===== config.mk =====
export PLATFORM = sky130hd
export DESIGN_NAME = switch_debounce
export DESIGN_NICKNAME = d
export VERILOG_FILES = /design/src/rtl/switch_debounce_pkg.sv /design/src/rtl/switch_debounce_bit.sv /design/src/rtl/switch_debounce.sv
export SDC_FILE = /design/constraint.sdc
export NUM_CORES = 1
export LEC_CHECK = 0
export ABC_AREA = 1
export CAP_MARGIN = 20
export CORE_MARGIN = 3
export CORE_UTILIZATION = 50
export CTS_CLUSTER_SIZE = 10
export DETAILED_ROUTE_END_ITERATION = 16
export PLACE_DENSITY = 0.84
export SLEW_MARGIN = 20
export SYNTH_ARGS = -nofsm -noshare
export SYNTH_HDL_FRONTEND = slang
export SYNTH_SLANG_ARGS = --single-unit

===== constraint.sdc =====
create_clock -name clk -period 2.5 [get_ports clk]
set_input_delay 0.375 -clock clk [delete_from_list [all_inputs] [get_ports clk]]
set_output_delay 0.375 -clock clk [all_outputs]
set_load 0.1 [all_outputs]

===== src/rtl/switch_debounce_pkg.sv =====
// Shared constants and types for the 64-switch debouncer.
// Also holds the sizing helper for the per-bit agree counter.
package switch_debounce_pkg;

  localparam int NUM_SW = 64;

  typedef logic [NUM_SW-1:0] sw_vec_t;

  // Counter must hold values up to STABLE_CNT-1; sized for STABLE_CNT+1 to stay >= 1 bit.
  function automatic int agree_width(input int stable_cnt);
    return $clog2(stable_cnt + 1);
  endfunction

endpackage


===== src/rtl/switch_debounce_bit.sv =====
// One-switch debouncer: accepts a new level after STABLE_CNT consecutive
// disagreeing sample ticks, and produces registered rise/fall pulses.
module debounce_bit
  import switch_debounce_pkg::*;
#(
  parameter int STABLE_CNT = 4
) (
  input  logic clk,
  input  logic resetn,
  input  logic tick,
  input  logic raw,
  output logic stable,
  output logic rise,
  output logic fall,
  output logic rise_next,
  output logic fall_next
);

  localparam int AW = agree_width(STABLE_CNT);
  localparam logic [AW-1:0] CNT_LAST = AW'(STABLE_CNT - 1);

  logic [AW-1:0] agree_reg, agree_next;
  logic          stable_reg, stable_next;
  logic          rise_reg, fall_reg;

  always_comb begin
    agree_next  = agree_reg;
    stable_next = stable_reg;
    if (tick) begin
      if (raw == stable_reg) begin
        agree_next = '0;
      end else if (agree_reg == CNT_LAST) begin
        stable_next = raw;
        agree_next  = '0;
      end else begin
        agree_next = agree_reg + 1'b1;
      end
    end
  end

  // Pulses are computed from the next level so they land with the new stable value.
  assign rise_next = stable_next & ~stable_reg;
  assign fall_next = ~stable_next & stable_reg;

  always_ff @(posedge clk or negedge resetn) begin
    if (!resetn) begin
      agree_reg  <= '0;
      stable_reg <= 1'b0;
      rise_reg   <= 1'b0;
      fall_reg   <= 1'b0;
    end else begin
      agree_reg  <= agree_next;
      stable_reg <= stable_next;
      rise_reg   <= rise_next;
      fall_reg   <= fall_next;
    end
  end

  assign stable = stable_reg;
  assign rise   = rise_reg;
  assign fall   = fall_reg;

endmodule


===== src/rtl/switch_debounce.sv =====
// Debounce, edge detect and sticky press capture for the 64-switch image
// coming from the serial shift driver.
module switch_debounce
  import switch_debounce_pkg::*;
#(
  parameter int SAMPLE_DIV = 50000,
  parameter int STABLE_CNT = 4
) (
  input  logic              clk,
  input  logic              resetn,
  input  logic [NUM_SW-1:0] data_in,
  output logic [NUM_SW-1:0] stable,
  output logic [NUM_SW-1:0] press,
  output logic [NUM_SW-1:0] release_pulse,
  output logic              any_change,
  output logic [NUM_SW-1:0] press_latched,
  input  logic              clr_en,
  input  logic [NUM_SW-1:0] clr_mask
);

  localparam int DIV_W = $clog2(SAMPLE_DIV);
  localparam logic [DIV_W-1:0] DIV_LAST = DIV_W'(SAMPLE_DIV - 1);

  logic [DIV_W-1:0] div_reg, div_next;
  logic             tick;

  assign tick     = (div_reg == DIV_LAST);
  assign div_next = tick ? '0 : div_reg + 1'b1;

  always_ff @(posedge clk or negedge resetn) begin
    if (!resetn) begin
      div_reg <= '0;
    end else begin
      div_reg <= div_next;
    end
  end

  sw_vec_t press_next, release_next;

  genvar gi;
  generate
    for (gi = 0; gi < NUM_SW; gi++) begin : g_bit
      debounce_bit #(
        .STABLE_CNT(STABLE_CNT)
      ) u_bit (
        .clk      (clk),
        .resetn   (resetn),
        .tick     (tick),
        .raw      (data_in[gi]),
        .stable   (stable[gi]),
        .rise     (press[gi]),
        .fall     (release_pulse[gi]),
        .rise_next(press_next[gi]),
        .fall_next(release_next[gi])
      );
    end
  endgenerate

  sw_vec_t press_latched_reg, press_latched_next;
  logic    any_change_reg, any_change_next;

  // OR-ing the new press after masking lets a set beat a same-cycle clear.
  assign press_latched_next = (press_latched_reg & ~(clr_en ? clr_mask : '0)) | press_next;
  assign any_change_next    = |(press_next | release_next);

  always_ff @(posedge clk or negedge resetn) begin
    if (!resetn) begin
      press_latched_reg <= '0;
      any_change_reg    <= 1'b0;
    end else begin
      press_latched_reg <= press_latched_next;
      any_change_reg    <= any_change_next;
    end
  end

  assign press_latched = press_latched_reg;
  assign any_change    = any_change_reg;

endmodule


[After elaboration in Yosys (flattened, before gate mapping)]
Cells that the tools add are included.
W data, S select, Z words.
Operators by class
  add/sub/neg operators: 65
  eq/ne operators: 129
  muxes and demuxes: 322
  bitwise operators: 260
  reduce and logical (&&, ||, !) cells: 1
Operator list (number)
  $mux W3: 128
  $add A3 B1 Y3 const B: 64
  $eq A3 B2 Y1 const B: 64
  $mux W1: 192
  $and A1 B1 Y1: 128
  $not A1 Y1: 128
  $or A64 B64 Y64: 2
  $and A64 B64 Y64: 1
  $eq A1 B1 Y1: 64
  $mux W64: 1
  $not A64 Y64: 1
  $reduce_or A64 Y1: 1
  $add A16 B1 Y16 const B: 1
  $eq A16 B16 Y1 const B: 1
  $mux W16: 1
Storage, ports and cells
  register bits: 465
  output and inout bits: 257
  word-level logic and storage cells: 1036

[Longest topological paths before layout]
Gate-level depths: netlist of run 1.
  depth after elaboration: 8
  gate-level depth with buffers: 16
  gate-level depth less buffers: 14

[Hierarchy]
Synthesis of run 1 repeated with hierarchy kept, for this count alone.
Unflattened totals
  cell total of the unflattened synthesis: 2465
  area total of the unflattened synthesis: 20394.6 µm²
By module, submodules not included
  debounce_bit: instances 64, cells each 31, area each 259.0 µm²
  switch_debounce: instances 1, cells each 481, area each 3818.7 µm²

[Least setup slack after synthesis of run 1]
OpenSTA, ideal clock, no wires.
  kind: flip-flop to flip-flop
  start: register div_reg[0]
  end: register any_change_reg, in the netlist any_change
  setup time: 0.119 ns
  data arrival time: 2.025 ns
  required time: 2.381 ns
  setup slack: 0.356 ns
  cell stages (with the launch flop): 15
  period minus slack after synthesis: 2.144 ns
  cell sequence: dfrtp_1 -> ha_1 -> nand3_2 -> nor2_2 -> nand2_2 -> clkbuf_1 -> nand2_1 -> nand2_1 -> inv_1 -> ha_1 -> nand4_1 -> nor2_1 -> nand2_1 -> nor2_1 -> nand2_1
Between the ends
  word-level cells in the longest chain between the ends: 6
  elaborated cells on any way between the ends: 259
RTL lines
  start: declaration: line switch_debounce.sv:24  | logic [DIV_W-1:0] div_reg, div_next;
  start signal: assignment: line switch_debounce.sv:34  | div_reg <= div_next;
  $eq A16 B16 Y1 *: line switch_debounce.sv:27  | assign tick = (div_reg == DIV_LAST);
  $mux W1 *: line switch_debounce_bit.sv:29  | if (tick) begin
  net g_bit[41].u_bit.stable_next: line switch_debounce_bit.sv:23  | logic stable_reg, stable_next;
  $not A1 Y1: line switch_debounce_bit.sv:43  | assign fall_next = ~stable_next & stable_reg;
  $and A1 B1 Y1: line switch_debounce_bit.sv:43
  $or A64 B64 Y64 *: line switch_debounce.sv:64  | assign any_change_next = |(press_next | release_next);
  $reduce_or A64 Y1 *: line switch_debounce.sv:64
  net any_change_next: line switch_debounce.sv:60  | logic any_change_reg, any_change_next;
  end signal: assignment: line switch_debounce.sv:72  | any_change_reg <= any_change_next;
  end: declaration: line switch_debounce.sv:60
Mark *: on every way through the listed nets, which the timed path passes. The rest lies on a longest branch.
A chain may end at the register's enable or synchronous reset.

[Final worst setup path of run 1]
  start: register div_reg[1]
  end: register any_change_reg, in the netlist any_change
Between the ends
  word-level cells in the longest chain between the ends: 6
  elaborated cells on any way between the ends: 259
RTL lines (line)
  $eq A16 B16 Y1 *: switch_debounce.sv:27
  $mux W1 *: switch_debounce_bit.sv:29
  net g_bit[27].u_bit.stable_next: switch_debounce_bit.sv:23
  $not A1 Y1: switch_debounce_bit.sv:43
  $and A1 B1 Y1: switch_debounce_bit.sv:43
  $or A64 B64 Y64 *: switch_debounce.sv:64
  $reduce_or A64 Y1 *: switch_debounce.sv:64
  net any_change_next: switch_debounce.sv:60
Marks and branches as above.

==> flow_summary.toml, run 1 <==
[critical_path]
cp.arrival_ns = 2.99
path_class = "register to register"
required_ns = 2.97
start_kind = "register"
r2r.worst_path.cells = 16
r2r_slack_ns = -0.02
worstSetupEndpointType = "register"
regToRegStartpoint = "div_reg[1]"
critPathMaxFanout = 6
r2r_end = "any_change"

[synthesis]
syn_inst = 2543
syn_area_per_cell_um2 = 9.07
ys_ff_latch = 465
synthesis.nets = 2867
synth_area_leader_cell = "dfrtp_1"
syn-cell-area_um2 = 23100
synth_area_leaders = "dfrtp_1, ha_1, nand2_1"
synth_top_area_share_pct = 50.5
synth_cell_type_count = 25
synth_warnings = 0
synth_seq_area_share_pct = 50.5

[finish]
num-fill-cells = 3410
final-seq-area_um2 = 11600
area_growth_pct = 25.3
nets = 3206
fin_cells = 3496
drive_gt1_share_pct = 19.9
diodes = 0
largest_reg_flops = 192
multi_input_area_um2 = 9060
final_util_pct = 63.6

[clock_network]
insertion_delay_ns = 0.61
cts_tree = "yes"
cts-root-buf = "clkbuf_16"
numCtsBuffers = 54
cts.sinks = 465
path_clk_slew_ns = 0.06
ctsHtreeMaxLevel = 2
clk_path_buf_depth = 3

[min_path]
hold_path_class = "input pin to register"
min_from = "clr_en"
hold_depth = 4
hold-path-endpoint = "press_latched[1]"

[run_status]
status = "finished with violations"
violations = "negative setup slack"

[power_and_ir_drop]
irDropWorstVdd_mv = 0.462
power.density_nw_per_um2 = 531
p_leak_nw = 16.5
seq_power_share_pct = 49.4
switchingPower_mw = 3.40
pwr-share-clk_pct = 46.1
p_int_mw = 12.0
switching_share_pct = 22.1
combPwrFrac_pct = 4.6

[floorplanning]
fp.dieW_um = 221
coreArea_um2 = 45500
die-height_um = 221
start_util_pct = 50.7
num_rows = 78
dieArea_um2 = 48700
ios = 388

[timing]
fin_skew_ns = 0.0301
relSlewSlack_pct = 58.8
finalSetupViolations = 1
fmax_mhz = 396
post-route-period-util_pct = 101
rsz0062_at_grt = "yes"
period_needed_ns = 2.52
finalHoldViolCount = 0
slew_viol_final = 0
setup_ws_ns = -0.0225
worst_slew_pin_slew_ns = 0.619

[global_routing]
antenna_found_initial = 4
grt_pass1_wl_mm = 95.6
met2_usage_pct = 43.1
overflow = 0
top_usage_layer = "met2"
use_met3_pct = 5.96
grt_max_degree = 65
met1_usage_pct = 30.2
grt_pass1_vias = 18300
grtUsageTotal_pct = 25.0

[detailed_routing]
drt_pre_antenna_iters = 5
drcViolationCount = 0
via_per_inst = 5.15
routed_wl_mm = 63.8
drt_iter0_markers = 1133
avgRoutedWirePerCell_um = 18.3
vias = 18000
ant_nets = 0

[place]
hpwl_mm = 45.3
gp_congestion = 0.874
port_buffers = 387
numPlacedInstances = 3390

[flow_run]
max_cap_violations = 0
layout by cell type, fill, tap and decap left out, types with 2 or more instances in the layout:
cell type / netlist / final
ha_1: 193 / 161
o21bai_1: 2 / 2
buf_12: 0 / 19
o21ai_1: 142 / 142
buf_6: 4 / 7
nand2_4: 0 / 3
nor2_2: 2 / 7
inv_2: 5 / 30
clkbuf_16: 0 / 60
a21o_1: 64 / 64
nand3_2: 2 / 3
xnor2_1: 45 / 45
nor2_4: 0 / 2
buf_16: 0 / 3
buf_4: 198 / 371
buf_8: 0 / 2
o21ai_0: 72 / 72
nand3_1: 75 / 73
dfrtp_1: 465 / 465
clkbuf_8: 0 / 6
xor2_1: 26 / 26
nand3b_1: 20 / 20
nand2_1: 627 / 603
nand2_8: 0 / 2
nor2_1: 229 / 222
inv_1: 295 / 269
ha_4: 0 / 31
nand2_2: 1 / 21
clkinv_8: 0 / 2
nand4_1: 19 / 19
clkbuf_1: 13 / 5
clkdlybuf4s50_1: 0 / 128
routing by layer:
| metal | wire length [um] | part of all wire, % |
|---|---|---|
| met4 | 3020 | 4.7 |
| met3 | 4710 | 7.4 |
| met1 | 24800 | 39 |
| met2 | 31300 | 49 |
| met5 | 38 | 0.060 |
synthesized netlist by cell type, drive strengths merged:
cell,count
nand3b,20
xnor2,45
o21bai,2
dfrtp,465
xor2,26
nand3,77
nor3,1
clkbuf,13
inv,300
buf,243
nor2b,1
ha,193
nand4,19
a21o,64
o21ai,214
nand2,628
nor2,231
a21oi,1
metrics by stage:
stage          worst slack, ns  area [um2]  power [mW]  hold slack [ns]  TNS, ns
6_report               -0.0225       28900        15.4            0.317  -0.0225
2_1_floorplan            0.356       23100        7.92           0.0794        0
3_5_place_dp            -0.248       26400        8.41            0.402   -0.248
4_1_cts                0.00184       28200        15.5            0.302        0
5_1_grt                 -0.113       28900        15.9            0.322   -0.113
3_3_place_gp            -0.199       26400        8.38            0.399   -0.199
power by group through the flow:
stage / combinational (mW) / sequential, mW / clock [mW]
after global placement: 0.676 / 7.71 / 0
final: 0.700 / 7.58 / 7.08
after global routing: 0.780 / 7.58 / 7.53
after CTS: 0.707 / 7.58 / 7.21
after floorplan: 0.213 / 7.71 / 0
after detailed placement: 0.699 / 7.71 / 0
logic make-up after synthesis:
group                      after synthesis  share of synthesized area, %
AOI/OAI and AO/OA                      281                          6.81
xor gates and xnor gates                71                          2.70
adders and majority gates              193                          10.5
buffers and inverters                  556                          12.6
DFF                                    465                          50.5
and+or+nand+nor                        977                          16.9
cell type report:
type                            instances  share of cell area [%]
Clock buffer                           66                    5.11
Inverter                              300                    3.90
Sequential cell                       465                    40.3
Clock inverter                          4                   0.156
Tap cell                              600                    2.60
Timing Repair Buffer                  538                    16.6
Multi-Input combinational cell       1523                    31.3
worst max-delay path by stage:
stage               start         end  slack, ns  cells past startpoint
2_1_floorplan  div_reg[0]  any_change       0.36                     14
3_5_place_dp   div_reg[0]  any_change      -0.25                     16
3_3_place_gp   div_reg[0]  any_change      -0.20                     16
5_1_grt        div_reg[0]  any_change      -0.11                     16
6_report       div_reg[1]  any_change      -0.02                     16
4_1_cts        div_reg[1]  any_change      0.002                     13
timing repair:
action                                  in CTS  in global routing
endpoints found under the setup margin       1                  1
endpoints found under the hold margin       41                  0
hold buffers                                 1                  0
pin swaps                                   11                 36
resized for setup                           27                 87
gates cloned                                 4                  5
setup buffers                                8                 18
critical path: stages, from the launching register on:
cell	delay [ns]
dfrtp_1	0.40
ha_4	0.17
nand3_4	0.09
nor2_4	0.21
buf_12	0.18
nand2_8	0.10
buf_12	0.15
buf_16	0.15
nand2_2	0.06
nand2_2	0.07
inv_2	0.08
ha_4	0.15
nand4_1	0.13
nor2_2	0.19
nand2_1	0.08
nor2_2	0.11
nand2_1	0.05
Note: power is estimated with default switching activity, not from simulation.
==> inputs of run 2 (changes only) <==
--- a/config.mk
+++ b/config.mk
@@ -9,6 +9,7 @@
 export CAP_MARGIN = 20
 export CORE_MARGIN = 3
 export CORE_UTILIZATION = 50
+export CTS_BUF_LIST = sky130_fd_sc_hd__clkbuf_16
 export CTS_CLUSTER_SIZE = 10
 export DETAILED_ROUTE_END_ITERATION = 16
 export PLACE_DENSITY = 0.84
==> flow_summary.toml, run 2 (same netlist as run 1, synthesis figures left out) <==
[finish]
nets = 3206
area_growth_pct = 24.8
final_cell_mix = "nand2_1, dfrtp_1, buf_4, inv_1, nor2_1"
drive_gt1_share_pct = 19.2
final_common_cell = "nand2_1"
diodes = 0
largest_reg_flops = 192

[timing]
fmax_mhz = 399
slew_viol_final = 0
worst_slew_pin_slew_ns = 0.616
period_needed_ns = 2.51
relSlewSlack_pct = 58.9
hold_ws_ns = 0.313
setup_ws_ns = -0.00812
fin_skew_ns = 0.0303
finalHoldViolCount = 0
rsz0062_at_grt = "yes"
post-route-period-util_pct = 100
finalSetupViolations = 1

[floorplanning]
num_rows = 78
die-height_um = 221
ios = 388
coreArea_um2 = 45500
fp.dieW_um = 221
start_util_pct = 50.7
dieArea_um2 = 48700

[critical_path]
cp-startpoint = "div_reg[0]"
path_delay_family = "simple AND/OR/NAND/NOR gates"
max_stage_delay_ns = 0.41
critical_path.slowest_cell = "dfrtp_1"
cp.depth = 16
r2r_slack_ns = -0.008
critPathMaxFanout = 11
critical_path_buf_inv_count = 4
cp_common_cell = "nand2_1"
path_class = "register to register"
crit_path_end = "any_change"
r2r.worst_path.cells = 16
cp.arrival_ns = 2.98
start_kind = "register"
path_cells = "ha_4 -> nand3_4 -> nor2_4 -> buf_12 -> nand2_8 -> buf_12 -> buf_12 -> nand2_1 -> nand2_1 -> inv_2 -> ha_1 -> nand4_1 -> nor2_2 -> nand2_1 -> nor2_2 -> nand2_1"
regToRegStartpoint = "div_reg[0]"
r2r_end = "any_change"
required_ns = 2.97
worstSetupEndpointType = "register"

[clock_network]
clk_path_buf_depth = 3
path_clk_slew_ns = 0.06
numCtsBuffers = 54
ctsHtreeMaxLevel = 2
cts_tree = "yes"
insertion_delay_ns = 0.61
cts-root-buf = "clkbuf_16"
cts.sinks = 465

[detailed_routing]
routed_wl_mm = 63.7
drt_pre_antenna_iters = 5
via_per_inst = 5.16
drcViolationCount = 0
avgRoutedWirePerCell_um = 18.2
ant_nets = 0
drt_iter0_markers = 1136
vias = 18000

[place]
gp_congestion = 0.874
dp_slack_ns = -0.248
port_buffers = 387
hpwl_mm = 45.3

[run_status]
status = "finished with violations"
violations = "negative setup slack"

[flow_run]
max_cap_violations = 0

[power_and_ir_drop]
p_total_mw = 15.1
irDropWorstVdd_mv = 0.462
p_leak_nw = 16.5
power.density_nw_per_um2 = 526

[global_routing]
overflow = 0
grt_max_degree = 65
grt_pass1_vias = 18200
grt_pass1_wl_mm = 95.6
antenna_found_initial = 4
grtUsageTotal_pct = 25.0

[min_path]
hold_path_class = "input pin to register"
run 2: cell count changes in the layout (fill, tap and decap cells not counted), sizes merged:
cell    previous run  this run
clkbuf            71        60
clkinv             3         9
inv              300       305
run 2: layout make-up:
type | count | area, um2
fill | 3428 | 16700
timing repair buffer | 538 | 4810
clock buffer | 55 | 1380
clock inverter | 15 | 86.3
multi-input combinational | 1523 | 8990
inverter | 300 | 1130
tap | 600 | 751
sequential | 465 | 11600
run 2: layer usage:
metal  part of all wire [%]  GRT usage [%]
met3                    7.7           5.82
met5                  0.052              0
met2                     49           42.9
met4                    4.5           10.7
met1                     39           30.3
run 2: how the worst min path moves through the flow:
| stage | start | endpoint | slack, ns | depth (start not counted) |
|---|---|---|---|---|
| final | clr_en | press_latched[1] | 0.31 | 4 |
| after global routing | clr_en | press_latched[1] | 0.32 | 4 |
| after CTS | clr_en | press_latched[51] | 0.30 | 4 |
| after detailed placement | resetn | g_bit[30].u_bit.agree_reg[0] | 0.40 | 1 |
| after global placement | resetn | g_bit[28].u_bit.stable | 0.40 | 1 |
| after floorplan | resetn | any_change | 0.08 | 0 |
run 2: per-stage QoR:
step | utilization, % | setup TNS, ns | instance area, um2 | instances
2_1_floorplan | - | 0 | 23100 | 2543
3_3_place_gp | 58.0 | -0.199 | 26400 | 3390
3_5_place_dp | 58.0 | -0.248 | 26400 | 3390
4_1_cts | 62.0 | 0 | 28200 | 3473
5_1_grt | 63.3 | -0.117 | 28800 | 3496
6_report | 63.3 | -0.00812 | 28800 | 3496
run 2: report_power, final:
group	total, mW	internal (mW)	switching (mW)
clock network	6.87	3.88	2.99
registers	7.58	7.57	0.00979
logic	0.702	0.306	0.396
total	15.1	11.8	3.40
run 2: timing repair:
item,4_1_cts,5_1_grt
hold buffers,1,0
buffers inserted,8,18
pin swaps,11,34
hold endpoints to repair,41,0
gates resized for setup,27,70
cloned,4,5
endpoints found under the setup margin,1,1
run 2: worst min-delay path: cells and delay by family:
family                 cells  cell delay, ns
buffers and inverters      2            0.31
and+or+nand+nor            1            0.09
AOI/OAI and AO/OA          1            0.10
==> inputs of run 3 (changes only) <==
--- a/config.mk
+++ b/config.mk
@@ -13,6 +13,7 @@
 export CTS_CLUSTER_SIZE = 10
 export DETAILED_ROUTE_END_ITERATION = 16
 export PLACE_DENSITY = 0.84
+export RECOVER_POWER = 50
 export SLEW_MARGIN = 20
 export SYNTH_ARGS = -nofsm -noshare
 export SYNTH_HDL_FRONTEND = slang
==> flow_summary.toml, run 3 (same netlist as run 1, synthesis figures left out) <==
[place]
place_area_um2 = 26400
gp_congestion = 0.874
numPlacedInstances = 3390
port_buffers = 387
hpwl_mm = 45.3

[floorplanning]
start_util_pct = 50.7
ios = 388
coreArea_um2 = 45500
dieArea_um2 = 48700
fp.dieW_um = 221
num_rows = 78
die-height_um = 221

[timing]
fin_skew_ns = 0.0297
relSlewSlack_pct = -35.4
fmax_mhz = 399
rsz0062_at_grt = "yes"
hold_ws_ns = 0.313
post-route-period-util_pct = 100
finalHoldViolCount = 0
finalSetupViolations = 1
worst_slew_pin_slew_ns = 2.03
period_needed_ns = 2.51
slew_viol_final = 54
setup_ws_ns = -0.00745

[power_and_ir_drop]
p_total_mw = 15.1
switchingPower_mw = 3.40
p_int_mw = 11.7
seq_power_share_pct = 50.0
irDropWorstVdd_mv = 0.462
combPwrFrac_pct = 4.6
pwr-share-clk_pct = 45.3
power.density_nw_per_um2 = 527
switching_share_pct = 22.4
p_leak_nw = 16.5

[finish]
multi_input_area_um2 = 8990
largest_reg_flops = 192
fin_cells = 3496
final-seq-area_um2 = 11600
num-fill-cells = 3434
final_area_um2 = 28800
diodes = 0
nets = 3206
area_growth_pct = 24.7
final_common_cell = "nand2_1"
final_cell_mix = "nand2_1, dfrtp_1, buf_4, inv_1, nor2_1"
drive_gt1_share_pct = 19.1

[critical_path]
max_stage_delay_ns = 0.41
cp.arrival_ns = 2.98
critPathMaxFanout = 11
path_class = "register to register"
path_cells = "ha_4 -> nand3_4 -> nor2_4 -> buf_12 -> nand2_8 -> buf_12 -> buf_12 -> nand2_1 -> nand2_1 -> inv_2 -> ha_1 -> nand4_1 -> nor2_2 -> nand2_1 -> nor2_2 -> nand2_1"
cp_common_cell = "nand2_1"
worstSetupEndpointType = "register"
required_ns = 2.97
critical_path_buf_inv_count = 4
path_delay_family = "simple AND/OR/NAND/NOR gates"
start_kind = "register"
critical_path.slowest_cell = "dfrtp_1"

[detailed_routing]
routed.top_layer = "met5"
drcViolationCount = 0
wl_met2_mm = 31.2
ant_nets = 0
avgRoutedWirePerCell_um = 18.2
drt_iter0_markers = 1142
wl_met3_mm = 4.83
routed_wl_mm = 63.7
via_per_inst = 5.17
vias = 18100
drt_pre_antenna_iters = 5
drt-met1-wl_mm = 24.8

[min_path]
hold_path_class = "input pin to register"

[clock_network]
path_clk_slew_ns = 0.06
cts-root-buf = "clkbuf_16"
insertion_delay_ns = 0.61
cts.sinks = 465
numCtsBuffers = 54
ctsHtreeMaxLevel = 2
cts_tree = "yes"
clk_path_buf_depth = 3

[global_routing]
antenna_found_initial = 4
grtUsageTotal_pct = 25.0
grt_max_degree = 65
grt_pass1_vias = 18200
overflow = 0
grt_pass1_wl_mm = 95.6

[run_status]
status = "finished with violations"
violations = "max-capacitance violations, max-slew violations, negative setup slack"

[flow_run]
max_cap_violations = 1
==> run 3: cell count changes in the layout (fill, tap and decap cells not counted), sizes merged <==
| cell | delta |
|---|---|
| buf | -6 |
| clkbuf | +6 |
==> run 3: cell type report <==
cell class | count | area share, %
Timing Repair Buffer | 538 | 16.6
Clock buffer | 55 | 4.79
Sequential cell | 465 | 40.5
Multi-Input combinational cell | 1523 | 31.3
Clock inverter | 15 | 0.300
Tap cell | 600 | 2.61
Inverter | 300 | 3.92
==> run 3: worst min-delay path: cells and delay by family <==
family          cells  cell delay (ns)
buf+inv             2             0.31
simple gates        1             0.09
compound gates      1             0.10
==> run 3: final timing paths <==
path / start / endpoint / slack (ns) / depth (start not counted)
setup / recovery: div_reg[0] / any_change / -0.007 / 16
hold / removal: clr_en / press_latched[1] / 0.31 / 4
hold reg to reg: press_latched[58] / press_latched[58] / 0.48 / 1
min in group asynchronous: resetn / g_bit[30].u_bit.agree_reg[0] / 0.91 / 2
max in group asynchronous: resetn / g_bit[39].u_bit.agree_reg[0] / 0.30 / 3
setup reg to reg: div_reg[0] / any_change / -0.007 / 16
==> run 3: power groups by stage <==
stage                     Sequential (mW)  Clock, mW  Combinational [mW]
after floorplan                      7.71          0               0.213
after global placement               7.71          0               0.676
after detailed placement             7.71          0               0.699
after CTS                            7.58       7.01               0.708
after global routing                 7.58       7.32               0.780
final                                7.58       6.87               0.700
==> run 3: what timing repair did <==
action	4_1_cts	5_1_grt
cloned	4	5
hold endpoints to repair	41	0
pin swaps	11	34
hold buffers	1	0
setup buffers	8	18
endpoints found under the setup margin	1	1
gates resized for setup	27	70
==> run 3: metal layers <==
| layer | vias to the layer above | GRT usage, % |
|---|---|---|
| met1 | 8759 | 30.3 |
| met5 | - | 0 |
| met4 | 6 | 10.7 |
| met2 | 695 | 42.9 |
| li1 | 8415 | - |
| met3 | 186 | 5.82 |
==> run 3: through the flow <==
stage               setup WS, ns  setup TNS (ns)  util, %
floorplan                  0.356               0        -
global placement          -0.199          -0.199     58.0
detailed placement        -0.248          -0.248     58.0
CTS                      0.00356               0     62.0
global route              -0.117          -0.117     63.2
finish                  -0.00745        -0.00745     63.2
